--- src/rtl/alu_seq.sv ---
// -----------------------------------------------------------------------------
// alu_seq -- sequential 16-bit ALU for the accumulator datapath.
//
// Single-cycle ops (ADD, SUB, AND, OR, NOT, SHL, SHR, DIV by zero, and the
// reserved codes) complete on the start edge. MPY (16-step shift-add) and
// DIV (16-step restoring divide) spend 16 further edges in RUN. Every
// completion passes through DONE for exactly one cycle. The block then
// returns to IDLE.
//
// Ports
//   clk         in   1  system clock, rising-edge active
//   rst         in   1  asynchronous reset, active low
//   start       in   1  operation request, sampled only in IDLE
//   op          in   4  operation code, sampled with start
//   ACC_NUM     in  16  operand A, sampled with start
//   BR_NUM      in  16  operand B, sampled with start
//   ALU_result  out 16  low word / quotient, held between completions
//   ALU_hi      out 16  high product / remainder, written by MPY/DIV only
//   busy        out  1  high in RUN and DONE
//   done        out  1  high for the single DONE cycle
//   ZF NF CF OF DZ out 1 each  registered flags
//
// Op codes
//   0000 ADD  0001 SUB  0010 AND  0011 OR   0100 NOT
//   0101 SHL  0110 SHR  0111 MPY  1000 DIV  1001-1111 reserved
// -----------------------------------------------------------------------------
module alu_seq (
    input  logic        clk,
    input  logic        rst,
    input  logic        start,
    input  logic [3:0]  op,
    input  logic [15:0] ACC_NUM,
    input  logic [15:0] BR_NUM,
    output logic [15:0] ALU_result,
    output logic [15:0] ALU_hi,
    output logic        busy,
    output logic        done,
    output logic        ZF,
    output logic        NF,
    output logic        CF,
    output logic        OF,
    output logic        DZ
);

    localparam logic [3:0] OP_ADD = 4'b0000;
    localparam logic [3:0] OP_SUB = 4'b0001;
    localparam logic [3:0] OP_AND = 4'b0010;
    localparam logic [3:0] OP_OR  = 4'b0011;
    localparam logic [3:0] OP_NOT = 4'b0100;
    localparam logic [3:0] OP_SHL = 4'b0101;
    localparam logic [3:0] OP_SHR = 4'b0110;
    localparam logic [3:0] OP_MPY = 4'b0111;
    localparam logic [3:0] OP_DIV = 4'b1000;

    typedef enum logic [1:0] {
        S_IDLE = 2'd0,
        S_RUN  = 2'd1,
        S_DONE = 2'd2
    } state_t;

    state_t      r_state;
    state_t      w_state_nxt;

    // Latched operation context for the multi-cycle ops
    logic        r_is_div;
    logic [15:0] r_opnd;     // multiplicand (MPY) or divisor (DIV)
    logic [3:0]  r_cnt;
    logic [15:0] r_wh;       // working high word: partial product / remainder
    logic [15:0] r_wl;       // working low word: multiplier / dividend->quotient

    // Registered outputs
    logic [15:0] r_result;
    logic [15:0] r_hi;
    logic        r_zf;
    logic        r_nf;
    logic        r_cf;
    logic        r_of;
    logic        r_dz;

    // Request decode
    logic        w_accept;
    logic        w_multi;

    // Single-cycle datapath
    logic [16:0] w_add;
    logic [15:0] w_sub;
    logic [15:0] w_res;
    logic        w_cf;
    logic        w_of;
    logic        w_dz;
    logic        w_hi_wr;
    logic [15:0] w_hi;

    // Iteration datapath
    logic [16:0] w_sum;
    logic [15:0] w_mh;
    logic [15:0] w_ml;
    logic [16:0] w_sh;
    logic        w_ge;
    logic [15:0] w_diff;
    logic [15:0] w_dh;
    logic [15:0] w_dl;
    logic [15:0] w_nh;
    logic [15:0] w_nl;
    logic        w_last;

    assign w_accept = (r_state == S_IDLE) && start;
    // DIV by zero is resolved on the start edge and never enters RUN
    assign w_multi  = (op == OP_MPY) || ((op == OP_DIV) && (BR_NUM != 16'h0000));
    assign w_last   = (r_state == S_RUN) && (r_cnt == 4'd15);

    // -------------------------------------------------------------------------
    // FSM: state register
    // -------------------------------------------------------------------------
    always_ff @(posedge clk or negedge rst) begin
        if (!rst) begin
            r_state <= S_IDLE;
        end else begin
            r_state <= w_state_nxt;
        end
    end

    // -------------------------------------------------------------------------
    // FSM: next-state logic
    // -------------------------------------------------------------------------
    always_comb begin
        w_state_nxt = r_state;
        case (r_state)
            S_IDLE: begin
                if (start) begin
                    w_state_nxt = w_multi ? S_RUN : S_DONE;
                end
            end
            S_RUN: begin
                if (r_cnt == 4'd15) begin
                    w_state_nxt = S_DONE;
                end
            end
            S_DONE: begin
                w_state_nxt = S_IDLE;
            end
            default: begin
                w_state_nxt = S_IDLE;
            end
        endcase
    end

    // -------------------------------------------------------------------------
    // FSM: output logic
    // -------------------------------------------------------------------------
    always_comb begin
        busy = 1'b0;
        done = 1'b0;
        case (r_state)
            S_RUN: begin
                busy = 1'b1;
            end
            S_DONE: begin
                busy = 1'b1;
                done = 1'b1;
            end
            default: begin
                busy = 1'b0;
                done = 1'b0;
            end
        endcase
    end

    // -------------------------------------------------------------------------
    // Single-cycle result and flags, computed straight from the inputs so
    // they can be written on the start edge.
    // -------------------------------------------------------------------------
    assign w_add = {1'b0, ACC_NUM} + {1'b0, BR_NUM};
    assign w_sub = ACC_NUM - BR_NUM;

    always_comb begin
        w_res   = '0;
        w_cf    = 1'b0;
        w_of    = 1'b0;
        w_dz    = 1'b0;
        w_hi_wr = 1'b0;
        w_hi    = ACC_NUM;
        case (op)
            OP_ADD: begin
                w_res = w_add[15:0];
                w_cf  = w_add[16];
                w_of  = (ACC_NUM[15] == BR_NUM[15]) && (w_add[15] != ACC_NUM[15]);
            end
            OP_SUB: begin
                w_res = w_sub;
                w_cf  = (ACC_NUM < BR_NUM);
                w_of  = (ACC_NUM[15] != BR_NUM[15]) && (w_sub[15] != ACC_NUM[15]);
            end
            OP_AND: begin
                w_res = ACC_NUM & BR_NUM;
            end
            OP_OR: begin
                w_res = ACC_NUM | BR_NUM;
            end
            OP_NOT: begin
                w_res = ~ACC_NUM;
            end
            OP_SHL: begin
                w_res = {ACC_NUM[14:0], 1'b0};
                w_cf  = ACC_NUM[15];
            end
            OP_SHR: begin
                w_res = {1'b0, ACC_NUM[15:1]};
                w_cf  = ACC_NUM[0];
            end
            OP_DIV: begin
                // Only reached on the single-cycle path when B == 0
                w_res   = 16'hFFFF;
                w_hi    = ACC_NUM;
                w_hi_wr = 1'b1;
                w_dz    = 1'b1;
            end
            default: begin
                // Reserved codes: zero result, ALU_hi untouched
                w_res = '0;
            end
        endcase
    end

    // -------------------------------------------------------------------------
    // One iteration of each multi-cycle algorithm.
    //
    // MPY: {wh,wl} starts as {0,B}; each step adds A to wh when wl[0] is set
    //      and shifts the 33-bit {carry,wh,wl} right by one. After 16 steps
    //      {wh,wl} = A*B.
    // DIV: {wh,wl} starts as {0,A}; each step shifts the next dividend bit
    //      into the remainder, subtracts B when it fits and shifts the
    //      quotient bit into wl. After 16 steps wh = rem, wl = quotient.
    // -------------------------------------------------------------------------
    assign w_sum  = {1'b0, r_wh} + (r_wl[0] ? {1'b0, r_opnd} : 17'd0);
    assign w_mh   = w_sum[16:1];
    assign w_ml   = {w_sum[0], r_wl[15:1]};

    assign w_sh   = {r_wh, r_wl[15]};
    assign w_ge   = (w_sh >= {1'b0, r_opnd});
    // When the divisor fits, the true difference is below the divisor and
    // therefore fits in 16 bits.
    assign w_diff = w_sh[15:0] - r_opnd;
    assign w_dh   = w_ge ? w_diff : w_sh[15:0];
    assign w_dl   = {r_wl[14:0], w_ge};

    assign w_nh   = r_is_div ? w_dh : w_mh;
    assign w_nl   = r_is_div ? w_dl : w_ml;

    // -------------------------------------------------------------------------
    // Datapath and output registers
    // -------------------------------------------------------------------------
    always_ff @(posedge clk or negedge rst) begin
        if (!rst) begin
            r_is_div <= 1'b0;
            r_opnd   <= '0;
            r_cnt    <= '0;
            r_wh     <= '0;
            r_wl     <= '0;
            r_result <= '0;
            r_hi     <= '0;
            r_zf     <= 1'b0;
            r_nf     <= 1'b0;
            r_cf     <= 1'b0;
            r_of     <= 1'b0;
            r_dz     <= 1'b0;
        end else if (w_accept) begin
            r_cnt <= '0;
            if (w_multi) begin
                r_is_div <= (op == OP_DIV);
                r_opnd   <= (op == OP_DIV) ? BR_NUM : ACC_NUM;
                r_wh     <= '0;
                r_wl     <= (op == OP_DIV) ? ACC_NUM : BR_NUM;
            end else begin
                r_result <= w_res;
                r_zf     <= (w_res == 16'h0000);
                r_nf     <= w_res[15];
                r_cf     <= w_cf;
                r_of     <= w_of;
                r_dz     <= w_dz;
                if (w_hi_wr) begin
                    r_hi <= w_hi;
                end
            end
        end else if (r_state == S_RUN) begin
            r_wh  <= w_nh;
            r_wl  <= w_nl;
            r_cnt <= r_cnt + 4'd1;
            // Outputs only see the final iteration's values
            if (w_last) begin
                r_result <= w_nl;
                r_hi     <= w_nh;
                r_zf     <= (w_nl == 16'h0000);
                r_nf     <= w_nl[15];
                r_cf     <= r_is_div ? 1'b0 : (w_nh != 16'h0000);
                r_of     <= r_is_div ? 1'b0 : (w_nh != 16'h0000);
                r_dz     <= 1'b0;
            end
        end
    end

    assign ALU_result = r_result;
    assign ALU_hi     = r_hi;
    assign ZF         = r_zf;
    assign NF         = r_nf;
    assign CF         = r_cf;
    assign OF         = r_of;
    assign DZ         = r_dz;

endmodule

--- config.mk ---
export PLATFORM = sky130hd
export DESIGN_NAME = alu_seq
export DESIGN_NICKNAME = d
export VERILOG_FILES = /design/src/rtl/alu_seq.sv
export SDC_FILE = /design/constraint.sdc
export NUM_CORES = 1
export LEC_CHECK = 0
export ABC_CLOCK_PERIOD_IN_PS = 5100
export CORE_ASPECT_RATIO = 1.5
export CORE_MARGIN = 2
export CORE_UTILIZATION = 25
export DETAILED_ROUTE_END_ITERATION = 8
export PLACE_DENSITY = 0.52
export SYNTH_ARGS = -nofsm -noshare
export SYNTH_HDL_FRONTEND = slang
export SYNTH_SLANG_ARGS = --single-unit
--- constraint.sdc ---
create_clock -name clk -period 5.1 [get_ports clk]
set_clock_uncertainty 0.1 [all_clocks]
set_input_delay 1.02 -clock clk [delete_from_list [all_inputs] [get_ports clk]]
set_output_delay 1.02 -clock clk [all_outputs]
set_load 0.005 [all_outputs]
==> impl_results.md, run 1 <==
* CP startpoint kind: input pin
* Register-to-Register Path Depth at 11
* Slowest CP cell: clkdlybuf4s50_1
* Post-Syn Area at 9404 sq um
* Worst skew pair latency at 0.36 ns
* Min cycle time layout at 4.636 ns
* Multi-input gate area at 6507 sq um
* Initial Util at 25.19%
* Crit-path cells: clkdlybuf4s50_1 > buf_4 > ha_1 > inv_1 > fa_1 > o21ai_0 > or4_1 > a2111oi_0 > nand4_1 > a211oi_1 > nand3_1 > or4_1 > o31ai_1
* CP Data Required Time at 5.27 ns
* # rows at 87
* Multiplexer share of the synthesized area at 3.499%
* Core area at 37340 sq um
* Final worst setup slack at 0.4640 ns
* CP max FO at 5
* Die area at 39220 sq um
* Resize count post-CTS at 0
* Synth-to-Final Area Change at 20.18%
* Status: complete, no violations
* Post-synth EDFFs at 0
* Maximum number of pins on one net before global-route repair at 62
* Initial antenna violation count at 0
* Hold-fix buffers, CTS at 0
* Worst setup path class: in -> reg
* CP Capture Type: flip-flop
* Complex-gate fraction of the synthesized area at 28.98%
* H-Tree Depth at 3
* DR WL/cell at 20.71 um
* Relative slew slack at 32.68%
* DP Worst Slack at 0.003471 ns
* Main combinational cell family by area after synthesis: compound AO/OA/AOI/OAI gates
* DIE HEIGHT at 241.5 um
* Register area at 2278 sq um
* Hold Path Stages at 2
* Die W at 162.4 um
* Clk sink count at 91
* Synth top cells by count: nand2_1 (147), a21oi_1 (93), dfrtp_1 (91), nor2_1 (91), ha_1 (87)
* Max stage delay on crit path at 0.57 ns
* Leak pwr at 5.087 nW
* Residual DRC count at 0
* Layout cells sized above 1 at 9.615%
* Adder-cell share of the synthesized area at 12.43%
* Total track usage at 18.69%
* Setup violators final at 0
* Post-DP HPWL at 29.76 mm
* Syn Inst Count at 1210
* Count leader, synth: nand2_1
* # nets final at 1425
* Synthesized flop and latch total at 91
* Clk root buf: clkbuf_16
* Synth top area share at 24.22%
* Final WL at 37.06 mm
* First-pass GRT wire length at 56.48 mm
* Max Root-Sink Buffers at 2
* Ys Warns at 0
* Syn_nets at 1340
* Max Cap Viol at 0
* Power Density at 469.7 nW/um^2
* Max Fclk at 215.7 MHz
* RSZ-0062 raised after global routing: false
* Final Max Slew Viols at 0
* Hold_sp: ALU_hi[9]$_DFFE_PN0P_
* VDD IR-drop max at 0.0001506 V
* Vias in the first global route at 9508
* Simple-gate share of the synthesized area at 21.01%
* Synth Flop Type: dfrtp_1
* Arrival @ worst endpoint at 4.80 ns
* Post-route setup TNS at 0 ns
* Hold EP: ALU_hi[9]$_DFFE_PN0P_
* Post-route ant nets at 0
* I/O pin cnt at 78
* Async SR Flop Fraction at 100.0%
* Reg-to-reg setup timing slack at 0.48 ns
* Power, Total at 0.005308 W
* Mapped Avg Cell Area at 7.772 sq um
* Area after DPL at 11010 sq um
* Via density at 5.333
* Vias at 9540
* XOR/XNOR Fraction of Synth Area at 2.701%
* Sequential share of the synthesized area at 24.22%
* IO Port Bufs at 77
* Final core utilization at 30.27%
* Synth cell types at 81
* Starting DRT DRC Count at 753
* Leading post-synthesis cells by cell area: dfrtp_1 (24%), ha_1 (12%), nand2_1 (5.9%), a21oi_1 (4.9%), o21ai_0 (3.9%)
* Grt ovf at 0
* Routability cong. at 0.9245
* Clock Pin Slew Worst Setup and Hold Paths at 0.07 ns
* HP Class: reg -> reg
* Final hold violations at 0
* Critical R2R Capture: OF$_DFFE_PN0P_
* Total CTS buffers at 9
* Synth area leader: dfrtp_1
* Reg2reg start: r_wh[3]$_DFFE_PN0P_
* Fillcell total at 4005
* CTS tree: done
* Drt pass-1 iters at 5
* N_diodes at 0
* Period utilization at 90.90%
* Measured slew at the worst slew-check pin at 1.002 ns
* Setup repair bufs after CTS at 0
* Fin area at 11300 sq um
* CP dominant cell by count: or4_1
==> report_power, final <==
group	internal (W)	switching, W	total [W]
clock network	0.000380	0.000309	0.000689
registers	0.00101	0.000309	0.00132
logic	0.00138	0.00192	0.00330
total	0.00277	0.00254	0.00531
==> routing by layer <==
| layer | global-route usage (%) | wire length, um | up-vias |
|---|---|---|---|
| met1 | 19.65 | 13810 | 4623 |
| met3 | 1.098 | 1047 | 72 |
| met5 | 0 | 0 | - |
| met2 | 36.87 | 20490 | 275 |
| met4 | 9.058 | 1701 | 0 |
| li1 | - | - | 4570 |
==> critical path: cells and delay by family <==
| family | cells | cell delay (ns) |
|---|---|---|
| buffers and inverters | 3 | 0.82 |
| AOI/OAI and AO/OA | 4 | 0.99 |
| and+or+nand+nor | 4 | 1.30 |
| adders and majority gates | 2 | 0.66 |
==> worst max-delay path by stage <==
stage	from	to	slack, ns
floorplan	ACC_NUM[0]	ZF$_DFFE_PN0P_	1.19
global placement	ACC_NUM[0]	ZF$_DFFE_PN0P_	0.04
detailed placement	ACC_NUM[0]	ZF$_DFFE_PN0P_	0.003
finish	ACC_NUM[0]	ZF$_DFFE_PN0P_	0.46
global route	ACC_NUM[0]	ZF$_DFFE_PN0P_	0.11
CTS	ACC_NUM[0]	ZF$_DFFE_PN0P_	0.38
==> cells in the final DEF (no fill, tap or decap), types with 15 or more instances in the layout <==
master / synthesis / final
nor3_1: 16 / 16
a21o_1: 33 / 33
nand2_1: 147 / 146
o31ai_1: 15 / 15
nor2_1: 91 / 90
dfrtp_1: 91 / 90
nor2b_1: 20 / 20
and2_1: 24 / 24
nand3_1: 28 / 28
inv_1: 77 / 77
o21ai_0: 74 / 73
mux2i_1: 28 / 28
clkdlybuf4s50_1: 0 / 76
buf_4: 4 / 74
a21oi_1: 93 / 93
xnor2_1: 17 / 17
a211oi_1: 25 / 25
a31oi_1: 31 / 31
ha_1: 87 / 87
==> through the flow <==
step / hold WS [ns] / std cells
6_report: 0.3777 / 1789
4_1_cts: 0.3863 / 1789
3_5_place_dp: 0.3709 / 1773
3_3_place_gp: 0.3600 / 1773
2_1_floorplan: 0.3497 / 1210
5_1_grt: 0.3966 / 1789
==> area by class of cell <==
cell class,count,area share [%]
Clock buffer,10,2.026
Clock inverter,6,0.5867
Inverter,78,2.591
Multi-Input combinational cell,965,57.58
Sequential cell,91,20.16
Tap cell,489,5.413
Timing Repair Buffer,150,11.65
==> logic make-up after synthesis <==
family                     count (synthesis)
xor gates and xnor gates                  29
adders and majority gates                 91
buffers and inverters                    154
DFF                                       91
AOI/OAI and AO/OA                        405
muxes                                     32
and+or+nand+nor                          408
==> registers in the layout (all words and copies together), names as in the netlist, 2 cells and up <==
register	cells
ALU_hi	16
r_cnt	4
r_state	2
r_wl	16
ALU_result	16
r_opnd	16
r_wh	16
No activity file was read; power rests on OpenSTA's default activity.
==> run 2: changes to the inputs <==
SETUP_SLACK_MARGIN = 0.3   (was not set)
SKIP_CTS_REPAIR_TIMING = 1   (was not set)
==> run 2 against run 1 <==
Sequential power is essentially flat. Non-clock buffer count unchanged. Maximum frequency shrank 0.48%. Worst hold slack about the same. Core utilization increased by 0.064 points. First-iteration DRC count grew 3.1%. Setup slack got worse by 0.023 ns. Wire length barely moved. Via count up 0.18%. Sequential share of layout area about the same. Largest power group unchanged.
==> impl_results.md, run 2 (synthesized netlist as in run 1, its figures left out) <==
* Setup violators final at 0
* Worst skew pair latency at 0.36 ns
* N_diodes at 0
* Via density at 5.342
* Post-DP HPWL at 29.76 mm
* Vias at 9557
* Total CTS buffers at 9
* Synth-to-Final Area Change at 20.44%
* HP Class: reg -> reg
* Final hold violations at 0
* Initial antenna violation count at 0
* CP Capture Type: flip-flop
* DIE HEIGHT at 241.5 um
* Final WL at 37.07 mm
* Leak pwr at 5.101 nW
* Clk root buf: clkbuf_16
* Arrival @ worst endpoint at 4.77 ns
* Max Root-Sink Buffers at 2
* VDD IR-drop max at 0.0001506 V
* IO Port Bufs at 77
* Clock Pin Slew Worst Setup and Hold Paths at 0.07 ns
* Core area at 37340 sq um
* Final Max Slew Viols at 0
* CP Data Required Time at 5.22 ns
* Starting DRT DRC Count at 776
* Clk sink count at 91
* Measured slew at the worst slew-check pin at 0.9876 ns
* Worst setup path class: reg -> reg
* H-Tree Depth at 3
* Die area at 39220 sq um
* Die W at 162.4 um
* # nets final at 1425
* Max Fclk at 214.7 MHz
* # rows at 87
* Power, Total at 0.005309 W
* Period utilization at 91.34%
* RSZ-0062 raised after global routing: false
* Min cycle time layout at 4.659 ns
* Relative slew slack at 33.33%
* Status: complete, no violations
* Layout cells sized above 1 at 9.846%
* CP startpoint kind: flip-flop
* Post-route ant nets at 0
* CP max FO at 11
* Post-route setup TNS at 0 ns
* Max Cap Viol at 0
* Total track usage at 18.69%
* Drt pass-1 iters at 5
* DR WL/cell at 20.72 um
* Commonest non-fill, non-tap cell in the layout: nand2_1
* Maximum number of pins on one net before global-route repair at 62
* CTS tree: done
* First-pass GRT wire length at 56.48 mm
* Vias in the first global route at 9508
* Initial Util at 25.19%
* I/O pin cnt at 78
* Routability cong. at 0.9245
* Most frequent cells in the layout: nand2_1 (146), a21oi_1 (93), dfrtp_1 (90), nor2_1 (90), ha_1 (87)
* Grt ovf at 0
* Power Density at 468.8 nW/um^2
* Residual DRC count at 0
[run 2: routing by layer]
metal  routed length [um]  global-route usage [%]  up-vias
met3                 1168                   1.098       78
met1                13720                   19.65     4597
met5                    0                       0        -
met2                20440                   36.87      317
met4                 1743                   9.058        0
li1                     -                       -     4565
[run 2: where the power goes]
group | internal [W] | switching [W] | leakage, nW
Clock | 0.000380 | 0.000307 | 0.135
Combinational | 0.00138 | 0.00192 | 3.81
Sequential | 0.00101 | 0.000309 | 1.16
[run 2: final timing paths]
kind / start / depth (start not counted) / to / slack (ns)
setup / recovery: r_wh[3]$_DFFE_PN0P_ / 11 / OF$_DFFE_PN0P_ / 0.44
setup reg to reg: r_wh[3]$_DFFE_PN0P_ / 11 / OF$_DFFE_PN0P_ / 0.44
max in group asynchronous: rst / 2 / r_is_div$_DFFE_PN0P_ / 3.22
hold reg to reg: ALU_hi[9]$_DFFE_PN0P_ / 2 / ALU_hi[9]$_DFFE_PN0P_ / 0.38
min in group asynchronous: rst / 1 / ALU_hi[1]$_DFFE_PN0P_ / 0.64
hold / removal: ALU_hi[9]$_DFFE_PN0P_ / 2 / ALU_hi[9]$_DFFE_PN0P_ / 0.38
[run 2: per-stage QoR]
stage / area (sq um) / hold slack, ns / utilization, % / std cells / setup slack, ns
finish: 11330 / 0.3778 / 30.33 / 1789 / 0.4415
global route: 11330 / 0.3966 / 30.33 / 1789 / 0.2937
CTS: 11300 / 0.3863 / 30.27 / 1789 / 0.3827
detailed placement: 11010 / 0.3709 / 29.48 / 1773 / 0.003471
global placement: 11010 / 0.3600 / 29.48 / 1773 / 0.04484
floorplan: 9404 / 0.3497 / - / 1210 / 1.189
[run 2: critical path, stage by stage (launching register included)]
cell       delay (ns)
dfrtp_1          0.45
ha_1             0.43
nand2_1          0.16
a211oi_1         0.63
o21ai_1          0.30
a31oi_4          0.56
mux2i_1          0.35
o2111ai_1        0.17
a21o_1           0.24
or4b_1           0.53
o31ai_2          0.43
o211ai_1         0.14
[run 2: area by class of cell]
type                       count  area [sq um]
inverter                      78         292.8
clock inverter                 6         66.31
sequential                    91          2278
multi-input combinational    965          6529
fill                        4005         26010
timing repair buffer         150          1319
clock buffer                  10         229.0
tap                          489         611.8
